`config.mk`:
```
export PLATFORM = sky130hd
export DESIGN_NAME = stopwatch_ctrl
export DESIGN_NICKNAME = d
export VERILOG_FILES = /design/src/rtl/stopwatch_ctrl.sv
export SDC_FILE = /design/constraint.sdc
export NUM_CORES = 1
export LEC_CHECK = 0
export BUFFER_PORTS_ARGS = -buffer_cell sky130_fd_sc_hd__clkbuf_2
export CORE_MARGIN = 3
export CORE_UTILIZATION = 52
export CTS_CLUSTER_SIZE = 14
export DETAILED_ROUTE_END_ITERATION = 10
export GPL_ROUTABILITY_DRIVEN = 0
export PLACE_DENSITY = 0.79
export SYNTH_ARGS = -nofsm -noshare
export SYNTH_HDL_FRONTEND = slang
export SYNTH_SLANG_ARGS = --single-unit
```
`constraint.sdc`:
```
create_clock -name clk -period 1.98 [get_ports clk]
set_clock_uncertainty 0.1 [all_clocks]
set_input_delay 0.198 -clock clk [delete_from_list [all_inputs] [get_ports clk]]
set_output_delay 0.198 -clock clk [all_outputs]
set_load 0.02 [all_outputs]
```
`src/rtl/stopwatch_ctrl.sv`:
```
// stopwatch_ctrl
// Run/pause/lap/clear controller for a BCD min:sec:10ms counter clocked at
// 100 Hz. Two raw push-buttons are synchronised, debounced and reduced to
// single-cycle press events, which drive a four-state FSM.
//
// Ports:
//   clk        system clock (same clock as the counter core)
//   rst        asynchronous, active-high reset
//   btn_ss_i   raw start/stop button, active-high, asynchronous
//   btn_lr_i   raw lap/reset button, active-high, asynchronous
//   min_i      live BCD minutes from the counter core
//   sec_i      live BCD seconds from the counter core
//   ms_10_i    live BCD hundredths from the counter core
//   cnt_en_o   count enable to the counter core (registered)
//   cnt_clr_o  one-cycle synchronous clear to the counter core (registered)
//   min_o      displayed minutes (lap value in LAP, live value otherwise)
//   sec_o      displayed seconds
//   ms_10_o    displayed hundredths
//   state_o    FSM state: IDLE=0, RUN=1, PAUSE=2, LAP=3
//
// Handshake note: there is no valid/ready handshake here. Press events are
// single-cycle strobes consumed by the FSM in the cycle they are high; the
// counter interface is level (cnt_en_o) plus a one-cycle strobe (cnt_clr_o).
module stopwatch_ctrl #(
  parameter int DB_CYCLES = 3
) (
  input  logic       clk,
  input  logic       rst,
  input  logic       btn_ss_i,
  input  logic       btn_lr_i,
  input  logic [7:0] min_i,
  input  logic [7:0] sec_i,
  input  logic [7:0] ms_10_i,
  output logic       cnt_en_o,
  output logic       cnt_clr_o,
  output logic [7:0] min_o,
  output logic [7:0] sec_o,
  output logic [7:0] ms_10_o,
  output logic [1:0] state_o
);

  typedef enum logic [1:0] {
    IDLE  = 2'd0,
    RUN   = 2'd1,
    PAUSE = 2'd2,
    LAP   = 2'd3
  } state_t;

  // Counter value at which the debounced level flips: the synchronised
  // level must have differed on DB_CYCLES consecutive edges.
  localparam logic [3:0] DB_LAST = 4'(DB_CYCLES - 1);

  // Index 0 = start/stop, index 1 = lap/reset.
  logic [1:0] raw;
  logic [1:0] sync_1;
  logic [1:0] sync_2;
  logic [1:0] db_lvl;
  logic [1:0] db_lvl_d;
  logic [3:0] db_cnt [2];
  logic [1:0] press;

  assign raw = {btn_lr_i, btn_ss_i};

  always_ff @(posedge clk or posedge rst) begin
    if (rst) begin
      sync_1    <= '0;
      sync_2    <= '0;
      db_lvl    <= '0;
      db_lvl_d  <= '0;
      db_cnt[0] <= '0;
      db_cnt[1] <= '0;
    end else begin
      sync_1   <= raw;
      sync_2   <= sync_1;
      db_lvl_d <= db_lvl;
      for (int i = 0; i < 2; i++) begin
        if (sync_2[i] != db_lvl[i]) begin
          if (db_cnt[i] == DB_LAST) begin
            db_lvl[i] <= sync_2[i];
            db_cnt[i] <= '0;
          end else begin
            db_cnt[i] <= db_cnt[i] + 4'd1;
          end
        end else begin
          // Any return to the debounced level restarts the count.
          db_cnt[i] <= '0;
        end
      end
    end
  end

  // Rising edge of the debounced level only; release produces nothing.
  assign press = db_lvl & ~db_lvl_d;

  logic       ss_press;
  logic       lr_press;
  state_t     state;
  logic [7:0] lap_min;
  logic [7:0] lap_sec;
  logic [7:0] lap_ms_10;

  assign ss_press = press[0];
  // Start/stop wins a same-cycle tie; the lap/reset press is dropped.
  assign lr_press = press[1] & ~press[0];

  always_ff @(posedge clk or posedge rst) begin
    if (rst) begin
      state     <= IDLE;
      cnt_en_o  <= 1'b0;
      cnt_clr_o <= 1'b0;
      lap_min   <= '0;
      lap_sec   <= '0;
      lap_ms_10 <= '0;
    end else begin
      cnt_clr_o <= 1'b0;
      case (state)
        IDLE: begin
          if (ss_press) begin
            state    <= RUN;
            cnt_en_o <= 1'b1;
          end else if (lr_press) begin
            cnt_clr_o <= 1'b1;
          end
        end
        RUN: begin
          if (ss_press) begin
            state    <= PAUSE;
            cnt_en_o <= 1'b0;
          end else if (lr_press) begin
            state     <= LAP;
            lap_min   <= min_i;
            lap_sec   <= sec_i;
            lap_ms_10 <= ms_10_i;
          end
        end
        LAP: begin
          if (ss_press) begin
            state    <= PAUSE;
            cnt_en_o <= 1'b0;
          end else if (lr_press) begin
            state <= RUN;
          end
        end
        PAUSE: begin
          if (ss_press) begin
            state    <= RUN;
            cnt_en_o <= 1'b1;
          end else if (lr_press) begin
            state     <= IDLE;
            cnt_clr_o <= 1'b1;
          end
        end
        default: begin
          state    <= IDLE;
          cnt_en_o <= 1'b0;
        end
      endcase
    end
  end

  assign state_o = state;

  // Display mux: frozen lap value only while in LAP, live count otherwise.
  assign min_o   = (state == LAP) ? lap_min   : min_i;
  assign sec_o   = (state == LAP) ? lap_sec   : sec_i;
  assign ms_10_o = (state == LAP) ? lap_ms_10 : ms_10_i;

endmodule

```
==> metrics.txt <==
# TYPE chip_impl_metric gauge
chip_impl_info{name="run_status",value="finished, final reports clean"} 1
chip_impl_metric{name="wire_length_of_the_first_global_routing_pass",unit="mm"} 5.878
chip_impl_info{name="min_delay_worst_endpoint",value="lap_sec[6]"} 1
chip_impl_info{name="critical_path.endpoint_type",value="primary output"} 1
chip_impl_metric{name="initial_antenna_violation_count",unit=""} 0
chip_impl_metric{name="post_cts.repair.setup_buffers",unit=""} 0
chip_impl_info{name="synth_top_family_by_area",value="multiplexers"} 1
chip_impl_metric{name="ioPinCount",unit=""} 56
chip_impl_metric{name="number_of_antenna_violating_nets_in_the_routed_design",unit=""} 0
chip_impl_info{name="sort_of_element_at_the_start_of_the_critical_path",value="register"} 1
chip_impl_info{name="regToRegEndpoint",value="lap_ms_10[4]"} 1
chip_impl_metric{name="routed_wl",unit="mm"} 3.654
chip_impl_metric{name="synthMuxAreaShare",unit=""} 0.3104
chip_impl_metric{name="timing.slew.headroom",unit=""} 0.6857
chip_impl_info{name="synth.largest_area_cell",value="sky130_fd_sc_hd__dfrtp_1"} 1
chip_impl_metric{name="grt_usage",unit=""} 0.1713
chip_impl_metric{name="post_synth_and_or_nand_nor_area_fraction",unit=""} 0.06391
chip_impl_metric{name="max-cap-violations",unit=""} 0
chip_impl_info{name="synthTopCellsByArea",value="sky130_fd_sc_hd__dfrtp_1 (54%), sky130_fd_sc_hd__mux2_2 (16%), sky130_fd_sc_hd__mux2_4 (15%)"} 1
chip_impl_metric{name="finalSetupTns",unit="ns"} 0
chip_impl_metric{name="post-route-drc-count",unit=""} 0
chip_impl_metric{name="core-area",unit="µm²"} 3744
chip_impl_metric{name="synthesis.area_per_instance",unit="µm²"} 14.58
chip_impl_info{name="commonest_non_fill_non_tap_cell_in_the_layout",value="sky130_fd_sc_hd__clkbuf_2"} 1
chip_impl_metric{name="layout_worst_path_cycle_share",unit=""} 0.9573
chip_impl_metric{name="worstMarginPinSlew",unit="ns"} 0.4714
chip_impl_info{name="cts_tree",value="done"} 1
chip_impl_metric{name="finalPower",unit="mW"} 3.830
chip_impl_info{name="startpoint",value="state_o[0]"} 1
chip_impl_metric{name="power_frac_clock",unit=""} 0.155
chip_impl_info{name="cp_cell_sequence",value="nand2_1 -> buf_12 -> mux2_2 -> clkbuf_2"} 1
chip_impl_metric{name="power.ir.vdd_worst",unit="mV"} 0.7514
chip_impl_info{name="postSynth.topFlopCell",value="sky130_fd_sc_hd__dfrtp_1"} 1
chip_impl_metric{name="p_sw_frac",unit=""} 0.3450
chip_impl_metric{name="fraction_of_the_mapped_netlist_area_in_compound_gates",unit=""} 0.01217
chip_impl_metric{name="synthToLayoutAreaGrowth",unit="%"} 22.40
chip_impl_metric{name="utilization_of_the_core_after_routing",unit=""} 0.6721
chip_impl_metric{name="synth-xor-area-share",unit=""} 0.02982
chip_impl_metric{name="buffer_ports.inserted",unit=""} 55
chip_impl_metric{name="tritoncts_num_sinks",unit=""} 44
chip_impl_metric{name="dpl.hpwl",unit="mm"} 2.806
chip_impl_metric{name="detailedRoute.firstPassIterationCount",unit=""} 4
chip_impl_metric{name="power_report.internal_total",unit="mW"} 2.508
chip_impl_info{name="unrepaired_setup_endpoints_after_global_routing",value="false"} 1
chip_impl_metric{name="finalMaxSlewViolations",unit=""} 0
chip_impl_metric{name="p_sw",unit="mW"} 1.321
chip_impl_metric{name="min_period",unit="ns"} 1.895
chip_impl_metric{name="timing_hold_violations_final",unit=""} 0
chip_impl_metric{name="reg2reg_setup_slack",unit="ns"} 0.22
chip_impl_info{name="holdCritStartpoint",value="sec_i[6]"} 1
chip_impl_metric{name="syn_nets",unit=""} 173
chip_impl_metric{name="die-height",unit="µm"} 68.88
chip_impl_metric{name="synth.yosys.seq_area_share",unit=""} 0.5356
chip_impl_metric{name="post_layout_nonfiller_instances",unit=""} 252
chip_impl_info{name="critPathSlowestCell",value="sky130_fd_sc_hd__dfrtp_2"} 1
chip_impl_info{name="reg2reg_from",value="state_o[1]"} 1
chip_impl_metric{name="std_cell_rows",unit=""} 22
chip_impl_metric{name="seq_power_share",unit=""} 0.407
chip_impl_info{name="layout_common_cells",value="sky130_fd_sc_hd__clkbuf_2 (55), sky130_fd_sc_hd__dfrtp_1 (43), sky130_fd_sc_hd__mux2_2 (30)"} 1
chip_impl_metric{name="critical_path_peak_fanout",unit=""} 24
chip_impl_metric{name="insertion_delay",unit="ns"} 0.29
chip_impl_metric{name="synth.top_cell.area_share",unit=""} 0.5356
chip_impl_metric{name="htree_num_levels",unit=""} 2
chip_impl_metric{name="via_count",unit=""} 1297
chip_impl_metric{name="placedInstanceArea",unit="µm²"} 2389
chip_impl_metric{name="wl_per_cell",unit="µm"} 14.50
chip_impl_metric{name="yosysWarnings",unit=""} 0
chip_impl_metric{name="avgViaCountPerCell",unit=""} 5.147
chip_impl_metric{name="clock.fmax",unit="GHz"} 0.5276
chip_impl_metric{name="post_synthesis_cell_area",unit="µm²"} 2056
chip_impl_metric{name="synth-adder-area-share",unit=""} 0.02435
chip_impl_metric{name="worstPathArrival",unit="ns"} 1.60
chip_impl_metric{name="synth_edf_count",unit=""} 0
chip_impl_metric{name="synth_async_sr_flop_share",unit=""} 1.000
chip_impl_metric{name="worst_reg2reg_path_depth",unit=""} 3
chip_impl_metric{name="fp.dieArea",unit="µm²"} 4744
chip_impl_metric{name="tritoncts.num_buffers",unit=""} 5
chip_impl_metric{name="netlist_instances",unit=""} 141
chip_impl_metric{name="cpPeakStageDelay",unit="ns"} 0.47
chip_impl_metric{name="drt_iter0_markers",unit=""} 55
chip_impl_metric{name="post-place-cells",unit=""} 242
chip_impl_metric{name="power.leakage",unit="nW"} 1.280
chip_impl_metric{name="combPwrFrac",unit=""} 0.439
chip_impl_info{name="hold_crit_class",value="primary input to register"} 1
chip_impl_metric{name="first_global_vias",unit=""} 1361
chip_impl_info{name="crit_type",value="register to primary output"} 1
chip_impl_metric{name="crit_required",unit="ns"} 1.68
chip_impl_info{name="cts_root_buf",value="sky130_fd_sc_hd__clkbuf_8"} 1
chip_impl_metric{name="design.final.nets",unit=""} 236
chip_impl_metric{name="initial_utilization",unit=""} 0.5491
chip_impl_metric{name="grt.overflow.total",unit=""} 0
chip_impl_metric{name="design_area",unit="µm²"} 2516
chip_impl_metric{name="yosys.cell_types.count",unit=""} 19
chip_impl_metric{name="cellPowerDensity",unit="nW/µm²"} 1522
chip_impl_metric{name="max-clock-path-buffers",unit=""} 2
chip_impl_metric{name="final_count_of_negative_setup_slack_endpoints",unit=""} 0
chip_impl_metric{name="drive_above_1_share",unit=""} 0.5784
chip_impl_metric{name="clkTransAtPathRegs",unit="ns"} 0.08
chip_impl_metric{name="diodes",unit=""} 0
chip_impl_metric{name="synth-seq-cells",unit=""} 44
chip_impl_metric{name="die_width",unit="µm"} 68.88
chip_impl_metric{name="timing.hold.worst_path_depth",unit=""} 2
chip_impl_metric{name="largest_net_degree_at_the_start_of_global_routing",unit=""} 26
==> sequential cells by signal, summed over array words and instances, names as in the netlist <==
register   flops
state_o        2
lap_min        8
db_lvl         2
lap_ms_10      8
lap_sec        8
sync_1         2
sync_2         2
cnt_en_o       1
db_lvl_d       2
cnt_clr_o      1
db_cnt         8
==> synthesized netlist by cell type, types with 3 or more instances <==
master / count
sky130_fd_sc_hd__ha_1: 4
sky130_fd_sc_hd__nand3_1: 3
sky130_fd_sc_hd__xnor2_1: 5
sky130_fd_sc_hd__nand2_1: 5
sky130_fd_sc_hd__nor2_1: 10
sky130_fd_sc_hd__inv_1: 3
sky130_fd_sc_hd__mux2_4: 20
sky130_fd_sc_hd__dfrtp_1: 44
sky130_fd_sc_hd__mux2_2: 30
sky130_fd_sc_hd__buf_2: 3
==> through the flow <==
stage / hold slack (ns) / setup WS, ns
2_1_floorplan: 0.1294 / 0.2630
3_3_place_gp: 0.1260 / 0.2975
3_5_place_dp: 0.1335 / 0.2131
4_1_cts: 0.02819 / 0.01293
5_1_grt: 0.03997 / 0.01647
6_report: 0.04690 / 0.08455
==> critical path, delay by kind of cell, from the launching register on <==
kind / cells / cell delay, ns
and+or+nand+nor: 1 / 0.13
muxes: 1 / 0.35
DFF: 1 / 0.47
buffers and inverters: 2 / 0.33
==> worst max-delay path by stage <==
stage / end / slack [ns] / depth (start not counted)
final: ms_10_o[2] / 0.08 / 4
after global routing: sec_o[1] / 0.02 / 4
after CTS: min_o[1] / 0.01 / 4
after global placement: lap_min[7] / 0.30 / 3
after detailed placement: lap_ms_10[4] / 0.21 / 3
after floorplan: min_o[1] / 0.26 / 4
==> per-layer routing <==
metal  vias to the layer above  routed length [µm]  global-route usage
li1                        605                   -                   -
met1                       644                1493              0.2044
met2                        37                1902              0.2833
met3                        11                 177             0.05186
met4                         0                  80             0.07786
met5                         -                   0                   0
==> kinds of logic after synthesis <==
| group | Yosys count |
|---|---|
| AND/OR/NAND/NOR | 24 |
| buffers and inverters | 8 |
| AO/OA/AOI/OAI | 4 |
| flip-flops | 44 |
| XOR/XNOR | 7 |
| multiplexers | 50 |
| adder cells (fa/ha/maj) | 4 |
==> area by class of cell <==
class                      count  area (µm²)
timing repair buffer          61       340.3
fill                         297        1227
multi-input combinational     89       905.9
tap                           48       60.06
clock buffer                   7       96.34
inverter                       3       11.26
sequential                    44        1102
==> timing repair <==
action / 4_1_cts / 5_1_grt
resized for setup: 0 / 1
endpoints found under the hold margin: 46 / 0
setup endpoints to repair: 0 / 24
hold buffers: 3 / 0
==> power groups by stage <==
stage | Combinational, mW | Sequential (mW) | Clock (mW)
floorplan | 1.32 | 1.52 | 0
global placement | 1.63 | 1.54 | 0
detailed placement | 1.70 | 1.57 | 0
CTS | 1.71 | 1.56 | 0.617
global route | 1.81 | 1.61 | 0.643
finish | 1.68 | 1.56 | 0.592
Power figures use the tool's default switching activity.
